## src/rtl/serial_adder_pkg.sv

```systemverilog
// Shared definitions for the bit-serial adder controller.
//   state_t       : controller FSM encoding (IDLE / RUN / DONE)
//   DEFAULT_WIDTH : default operand width in bits
package serial_adder_pkg;

  localparam int DEFAULT_WIDTH = 8;

  typedef enum logic [1:0] {
    IDLE = 2'd0,
    RUN  = 2'd1,
    DONE = 2'd2
  } state_t;

endpackage

```

## src/rtl/full_adder.sv

```systemverilog
// Lab single-bit full adder (combinational).
//   a, b, c_in : addend bits and carry-in
//   s          : sum bit
//   c_out      : carry-out
module full_adder (
  input  logic a,
  input  logic b,
  input  logic c_in,
  output logic s,
  output logic c_out
);

  assign s     = a ^ b ^ c_in;
  assign c_out = (a & b) | (c_in & (a ^ b));

endmodule

```

## src/rtl/serial_adder_ctrl.sv

```systemverilog
// Bit-serial adder controller: adds two WIDTH-bit operands one bit per
// clock (LSB first) through a single full_adder, carry held in a flop.
//   clk, rst_n : clock, synchronous active-low reset
//   start      : begin an addition (sampled only in IDLE)
//   a, b, c_in : operands and carry-in, captured on the accepted start
//   busy       : high while the addition is in progress
//   done       : one-cycle pulse when sum/c_out have been updated
//   sum, c_out : result of the last completed addition
module serial_adder_ctrl
  import serial_adder_pkg::*;
#(
  parameter int WIDTH = DEFAULT_WIDTH
) (
  input  logic             clk,
  input  logic             rst_n,
  input  logic             start,
  input  logic [WIDTH-1:0] a,
  input  logic [WIDTH-1:0] b,
  input  logic             c_in,
  output logic             busy,
  output logic             done,
  output logic [WIDTH-1:0] sum,
  output logic             c_out
);

  localparam int                CNT_W    = $clog2(WIDTH + 1);
  localparam logic [CNT_W-1:0]  LAST_BIT = CNT_W'(WIDTH - 1);

  state_t           state;
  state_t           state_nxt;
  logic [WIDTH-1:0] a_sr;
  logic [WIDTH-1:0] b_sr;
  logic [WIDTH-1:0] sum_sr;
  logic [WIDTH-1:0] sum_sr_nxt;
  logic             carry;
  logic [CNT_W-1:0] cnt;
  logic             fa_s;
  logic             fa_c_out;
  logic             last_bit;

  full_adder u_full_adder (
    .a     (a_sr[0]),
    .b     (b_sr[0]),
    .c_in  (carry),
    .s     (fa_s),
    .c_out (fa_c_out)
  );

  assign last_bit = (cnt == LAST_BIT);

  // New sum bit enters at the MSB so that after WIDTH shifts bit 0 of the
  // operands has landed in bit 0 of the result.  Written as a shift/or so
  // the same expression also covers WIDTH == 1.
  assign sum_sr_nxt = (sum_sr >> 1) | (WIDTH'(fa_s) << (WIDTH - 1));

  assign busy = (state == RUN);
  assign done = (state == DONE);

  always_ff @(posedge clk) begin
    if (!rst_n) begin
      state <= IDLE;
    end else begin
      state <= state_nxt;
    end
  end

  always_comb begin
    state_nxt = state;
    case (state)
      IDLE:    if (start) state_nxt = RUN;
      RUN:     if (last_bit) state_nxt = DONE;
      DONE:    state_nxt = IDLE;
      default: state_nxt = IDLE;
    endcase
  end

  always_ff @(posedge clk) begin
    if (!rst_n) begin
      a_sr   <= '0;
      b_sr   <= '0;
      sum_sr <= '0;
      carry  <= 1'b0;
      cnt    <= '0;
      sum    <= '0;
      c_out  <= 1'b0;
    end else begin
      case (state)
        IDLE: begin
          if (start) begin
            a_sr   <= a;
            b_sr   <= b;
            carry  <= c_in;
            cnt    <= '0;
            sum_sr <= '0;
          end
        end
        RUN: begin
          a_sr   <= a_sr >> 1;
          b_sr   <= b_sr >> 1;
          carry  <= fa_c_out;
          sum_sr <= sum_sr_nxt;
          cnt    <= cnt + CNT_W'(1);
          // Outputs only move on the final bit, so partial sums never show.
          if (last_bit) begin
            sum   <= sum_sr_nxt;
            c_out <= fa_c_out;
          end
        end
        default: ;
      endcase
    end
  end

endmodule

```

## config.mk

```make
export PLATFORM = sky130hd
export DESIGN_NAME = serial_adder_ctrl
export DESIGN_NICKNAME = d
export VERILOG_FILES = /design/src/rtl/serial_adder_pkg.sv /design/src/rtl/full_adder.sv /design/src/rtl/serial_adder_ctrl.sv
export SDC_FILE = /design/constraint.sdc
export NUM_CORES = 1
export LEC_CHECK = 0
export CELL_PAD_IN_SITES_DETAIL_PLACEMENT = 1
export CELL_PAD_IN_SITES_GLOBAL_PLACEMENT = 1
export CORE_ASPECT_RATIO = 1.1
export CORE_MARGIN = 2
export CORE_UTILIZATION = 43
export DETAILED_ROUTE_END_ITERATION = 8
export PLACE_DENSITY_LB_ADDON = 0.08
export SLEW_MARGIN = 30
export SYNTH_ARGS = -nofsm -noshare
export SYNTH_HDL_FRONTEND = slang
export SYNTH_SLANG_ARGS = --single-unit
```

## constraint.sdc

```tcl
create_clock -name clk -period 3.35 [get_ports clk]
set_clock_uncertainty 0.05 [all_clocks]
set_input_delay 0.335 -clock clk [delete_from_list [all_inputs] [get_ports clk]]
set_output_delay 0.335 -clock clk [all_outputs]
set_load 0.02 [all_outputs]
```

==> flow_summary.ini, run 1 <==
[worst_setup_path]
startpoint_type = flip-flop
crit_fanout = 23
crit_type = reg -> out
cp-end-kind = output port
cp.required_ps = 2960
cp.arrival_ps = 2110

[floorplan]
coreArea_um2 = 3990
die_y_um = 72.0
dieArea_um2 = 4740
num_rows = 24
start_util_pct = 45.3
io_pins = 31
dieWidth_um = 65.8

[grt]
grt.total_usage_pct = 18.5
grt.busiest_layer = met2
grt_pass1_vias = 1471
grt_use_met3_pct = 5.12
grt_pass1_wl_mm = 6.76
overflow = 0
grt_max_degree = 39
grt_antenna_before_repair = 0
grt_use_met1_pct = 21.0
use_met2_pct = 33.6

[sta]
min_period_over_period_pct = 74.4
worst_slew_pin_slew_ps = 824
grt_setup_unrepaired = no
min_period_ps = 2490
max_slew_margin_pct = 45.0
tns_ps = 0
finalSetupViolCount = 0
maxSlewViolCount = 0
fmax_mhz = 401
hold_viol = 0

[placed_design]
place_congestion = 0.713
port_buffers = 30
dp_hpwl_mm = 2.71

[yosys]
yosys_warnings = 0
synth_cells = 189
synth.avg_cell_area_um2 = 9.57
ys_types = 34
synth_seq_cells = 39
syn_nets = 211
synth_area_um2 = 1810
synth-seq-area-share_pct = 43.2

[flow_run]
maxCapViolCount = 0

[layout]
antenna_cells = 0
area_growth_pct = 19.4
layout.nets = 233
final_core_util_pct = 54.1
drive_gt1_share_pct = 9.43
fill_cells = 474

[detailed_routing]
via_per_inst = 5.36
vias = 1415
wl_per_cell_um = 15.1
antenna_left = 0
drc_errors = 0
firstDrtPassIters = 4
first_iter_violations = 63
wl_mm = 4.00

[clocking]
cts_setup_buffers = 0
holdBufCountCts = 0
root_buffer = clkbuf_8
tritoncts = done
ctsResizeCount = 0
clk_latency_ps = 290
clk_pin_slew_ps = 70
cts.sinks = 39
htree_levels = 2
clockBufferDepth = 2
cts_made_buffers = 5

[worst_hold_path]
hold_path.class = reg -> reg

[power_and_ir_drop]
fin_total_pwr_mw = 0.923
vdd_drop_max_mv = 0.303
switching_share_pct = 24.5
power_density_nw_per_um2 = 428
p_comb_share_pct = 13.6
p_sw_mw = 0.226
p_seq_share_pct = 54.0
p_clk_share_pct = 32.4
p_int_mw = 0.697
p_leak_nw = 0.771

[run_status]
status = finished clean
[path summary, 6_finish.rpt]
kind              startpoint      to  slack (ps)  depth (start not counted)
setup / recovery    state[1]    busy         860                          2
hold / removal        sum[3]  sum[3]         400                          2
setup reg to reg    state[1]  sum[1]        1190                          3
hold reg to reg       sum[3]  sum[3]         400                          2
[cell type report]
class | instances | area [um2] | area share (%)
flip-flops and latches | 39 | 781 | 36.2
clock buffers | 7 | 76.3 | 3.53
inverters | 1 | 3.75 | 0.174
multi-input cells | 131 | 906 | 41.9
clock inverters | 1 | 5.00 | 0.232
well taps | 52 | 65.1 | 3.01
repair buffers | 33 | 323 | 14.9
[critical path, stage by stage, from the launching register on]
cell             delay, ps
dfxtp_1                570
nor2b_2                530
clkdlybuf4s50_1        710
[power by group through the flow]
stage | Sequential, mW | Combinational (mW) | Clock [mW]
after floorplan | 0.506 | 0.0936 | 0
after global placement | 0.508 | 0.122 | 0
after detailed placement | 0.509 | 0.126 | 0
after CTS | 0.498 | 0.128 | 0.314
after global routing | 0.501 | 0.141 | 0.328
final | 0.498 | 0.126 | 0.299
[cell usage in the layout, fill, tap and decap left out]
| cell | n |
|---|---|
| a22oi_1 | 8 |
| clkbuf_8 | 5 |
| clkdlybuf4s50_1 | 30 |
| dfxtp_1 | 39 |
| a21boi_1 | 1 |
| inv_1 | 1 |
| buf_4 | 3 |
| clkinv_2 | 1 |
| mux2i_1 | 9 |
| o211a_1 | 1 |
| o32a_1 | 1 |
| nand2_1 | 23 |
| nand4_1 | 1 |
| o21ba_1 | 1 |
| nor3b_4 | 1 |
| o31a_1 | 2 |
| a32o_1 | 2 |
| nor2b_1 | 24 |
| o221a_1 | 8 |
| nand3b_1 | 1 |
| o221a_2 | 7 |
| o211ai_1 | 1 |
| nor2b_2 | 1 |
| clkbuf_1 | 2 |
| ha_1 | 1 |
| nand2_2 | 1 |
| nor2_1 | 14 |
| a22o_1 | 2 |
| o21bai_4 | 1 |
| fa_1 | 1 |
| a21oi_1 | 14 |
| nand2b_1 | 2 |
| and2_1 | 1 |
| nand3_1 | 2 |
[routing by layer]
layer | vias up | wire length, um
met5 | - | 0
met2 | 22 | 2000
met4 | 0 | 57
met1 | 676 | 1810
li1 | 712 | -
met3 | 5 | 135
[sequential cells by signal, summed over array words and instances (netlist names)]
register	cells
sum_sr	7
state	2
sum	8
a_sr	8
b_sr	8
carry	1
cnt	4
c_out	1
[logic make-up after synthesis]
| logic type | Yosys count | share of synthesized area [%] |
|---|---|---|
| compound gates | 49 | 23.1 |
| fa+ha+maj | 2 | 1.80 |
| buf+inv | 19 | 7.12 |
| flops | 39 | 43.2 |
| mux | 9 | 4.98 |
| simple gates | 71 | 19.8 |
[through the flow]
stage	hold WS [ps]	setup slack, ps	cell area (um2)	instances
floorplan	388	1860	1810	189
global placement	393	1060	2070	256
global route	448	739	2160	264
CTS	410	855	2150	264
finish	404	857	2160	264
detailed placement	398	954	2070	256
[Yosys cell counts]
library cell | n | share of area (%)
mux2i_1 | 9 | 5.0
nor2b_1 | 24 | 8.3
ha_1 | 1 | 0.69
nand3_1 | 2 | 0.55
o21bai_4 | 1 | 1.0
nand3b_1 | 1 | 0.42
nor3b_2 | 1 | 0.69
a32o_1 | 2 | 1.1
nor2b_2 | 1 | 0.48
nand2_2 | 1 | 0.35
clkbuf_1 | 6 | 1.2
o221a_1 | 8 | 5.0
o211a_1 | 1 | 0.55
nor2_1 | 14 | 2.9
nand4_1 | 1 | 0.35
dfxtp_1 | 39 | 43
nand2_1 | 23 | 4.8
inv_1 | 1 | 0.21
o211ai_1 | 1 | 0.42
buf_2 | 4 | 1.1
buf_4 | 3 | 1.2
a22oi_1 | 8 | 3.3
o31a_1 | 2 | 0.97
fa_1 | 1 | 1.1
nand2b_1 | 2 | 0.69
a21oi_1 | 14 | 3.9
buf_6 | 4 | 2.5
o221a_2 | 7 | 4.4
o21ba_1 | 1 | 0.55
buf_8 | 1 | 0.83
a22o_1 | 2 | 0.97
a21boi_1 | 1 | 0.42
o32a_1 | 1 | 0.55
and2_1 | 1 | 0.35
Power figures use the tool's default switching activity.
==> run 2: changes to the inputs <==
--- a/config.mk
+++ b/config.mk
@@ -9,7 +9,7 @@
 export CELL_PAD_IN_SITES_GLOBAL_PLACEMENT = 1
 export CORE_ASPECT_RATIO = 1.1
 export CORE_MARGIN = 2
-export CORE_UTILIZATION = 43
+export CORE_UTILIZATION = 36
 export DETAILED_ROUTE_END_ITERATION = 8
 export PLACE_DENSITY_LB_ADDON = 0.08
 export SLEW_MARGIN = 30
==> constraint.sdc (replaced) <==
create_clock -name clk -period 2.2 [get_ports clk]
set_clock_uncertainty 0.05 [all_clocks]
set_input_delay 0.22 -clock clk [delete_from_list [all_inputs] [get_ports clk]]
set_output_delay 0.22 -clock clk [all_outputs]
set_load 0.02 [all_outputs]
==> flow_summary.ini, run 2 (same netlist as run 1, synthesis figures left out) <==
[run_status]
status = finished clean

[clocking]
holdBufCountCts = 0
clk_latency_ps = 290
cts_setup_buffers = 0
clockBufferDepth = 2
ctsResizeCount = 0
tritoncts = done
root_buffer = clkbuf_8
cts.sinks = 39
clk_pin_slew_ps = 80
htree_levels = 2
cts_made_buffers = 5

[power_and_ir_drop]
fin_total_pwr_mw = 1.58
p_int_mw = 1.21
p_comb_share_pct = 12.4
p_leak_nw = 0.820
p_sw_mw = 0.367
power_density_nw_per_um2 = 703
switching_share_pct = 23.2
p_seq_share_pct = 48.2
p_clk_share_pct = 39.3
vdd_drop_max_mv = 0.375

[layout]
area_growth_pct = 24.2
final_cells = 275
reg.largest.list = a_sr (8), b_sr (8), sum (8)
fill_cells = 566
drive_gt1_share_pct = 12.4
layout_common_cells = dfxtp_1 (39), clkdlybuf4s50_1 (30), nor2b_1 (24), nand2_1 (23)
layout_commonest_cell = dfxtp_1
layout.nets = 238
final_core_util_pct = 45.6
antenna_cells = 0

[sta]
maxSlewViolCount = 0
min_period_over_period_pct = 90.4
hold_viol = 0
fmax_mhz = 503
finalSetupViolCount = 0
worst_slack_ps = 211
worst_slew_pin_slew_ps = 400
max_slew_margin_pct = 73.3
grt_setup_unrepaired = no
tns_ps = 0
min_period_ps = 1990

[floorplan]
die_y_um = 78.4
num_rows = 27
dieWidth_um = 71.6
dieArea_um2 = 5610
start_util_pct = 36.7
coreArea_um2 = 4930
io_pins = 31

[grt]
grt.total_usage_pct = 16.1
use_met2_pct = 26.5
grt_use_met1_pct = 19.6
grt_antenna_before_repair = 0
grt_pass1_vias = 1501
grt_pass1_wl_mm = 7.13
grt_use_met3_pct = 4.49
grt_max_degree = 52
grt.busiest_layer = met2
overflow = 0

[detailed_routing]
first_iter_violations = 52
firstDrtPassIters = 4
antenna_left = 0
vias = 1446
wl_mm = 4.18
wl_per_cell_um = 15.2
via_per_inst = 5.26
drc_errors = 0

[worst_setup_path]
crit_type = reg -> out
cp.arrival_ps = 1720
cp.required_ps = 1930
critPathBufInv = 1
startpoint_type = flip-flop
max_stage_delay_ps = 620
crit_path_start = state[0]
path_delay_family = buffers and inverters
crit_fanout = 10
cp-end-kind = output port
r2r_start = state[0]
cpMaxStageDelayCell = clkdlybuf4s50_1
crit_chain = nor2b_2 -> clkdlybuf4s50_1

[worst_hold_path]
hold_path.class = reg -> reg
min_from = sum[5]

[placed_design]
placed_cells = 267
place_congestion = 0.765
dp_hpwl_mm = 2.86
pre_cts_ws_ps = 402
port_buffers = 30

[flow_run]
maxCapViolCount = 0
[run 2: changes by cell type in the layout (fill, tap and decap cells not counted), sizes merged]
cell	before	now
buf	3	8
bufinv	0	1
clkbuf	7	6
[run 2: power by group through the flow]
stage | combinational [mW] | clock (mW) | sequential (mW)
2_1_floorplan | 0.143 | 0 | 0.770
3_3_place_gp | 0.193 | 0 | 0.777
3_5_place_dp | 0.198 | 0 | 0.779
4_1_cts | 0.201 | 0.636 | 0.763
5_1_grt | 0.220 | 0.671 | 0.767
6_report | 0.197 | 0.622 | 0.762
[run 2: worst paths after layout]
path | end | slack, ps | cells after the start
setup / recovery | busy | 210 | 2
hold / removal | sum[5] | 410 | 2
setup reg to reg | sum[3] | 480 | 5
hold reg to reg | sum[5] | 410 | 2
[run 2: layout make-up]
| type | count | area, um2 | area share, % |
|---|---|---|---|
| Sequential cell | 39 | 781 | 34.7 |
| Inverter | 1 | 3.75 | 0.167 |
| Multi-Input combinational cell | 131 | 900 | 40.0 |
| Timing Repair Buffer | 38 | 373 | 16.6 |
| Clock buffer | 6 | 82.6 | 3.67 |
| Tap cell | 58 | 72.6 | 3.23 |
| Clock inverter | 2 | 35.0 | 1.56 |
[run 2: stage by stage]
| step | cell area (um2) | hold WS, ps |
|---|---|---|
| 6_report | 2250 | 407 |
| 5_1_grt | 2250 | 438 |
| 4_1_cts | 2250 | 416 |
| 3_5_place_dp | 2130 | 402 |
| 3_3_place_gp | 2130 | 393 |
| 2_1_floorplan | 1810 | 388 |
[run 2: worst min-delay path, stage by stage, from the launching register on]
cell	delay [ps]
dfxtp_1	320
nand2_1	50
mux2i_1	50
[run 2: per-layer routing]
| layer | wire length, um | share of wire [%] | up-vias |
|---|---|---|---|
| li1 | - | - | 719 |
| met4 | 93 | 2.2 | 0 |
| met2 | 2050 | 49 | 26 |
| met1 | 1860 | 44 | 693 |
| met5 | 0 | 0 | - |
| met3 | 172 | 4.1 | 8 |
==> run 3: changes to the inputs <==
--- a/config.mk
+++ b/config.mk
@@ -10,9 +10,11 @@
 export CORE_ASPECT_RATIO = 1.1
 export CORE_MARGIN = 2
 export CORE_UTILIZATION = 36
+export CTS_BUF_LIST = sky130_fd_sc_hd__clkbuf_4 sky130_fd_sc_hd__clkbuf_8 sky130_fd_sc_hd__clkbuf_16
 export DETAILED_ROUTE_END_ITERATION = 8
 export PLACE_DENSITY_LB_ADDON = 0.08
 export SLEW_MARGIN = 30
 export SYNTH_ARGS = -nofsm -noshare
 export SYNTH_HDL_FRONTEND = slang
 export SYNTH_SLANG_ARGS = --single-unit
+export TNS_END_PERCENT = 5
==> results of run 3 <==
Final layout, timing and power as in run 2 (identical DEF).
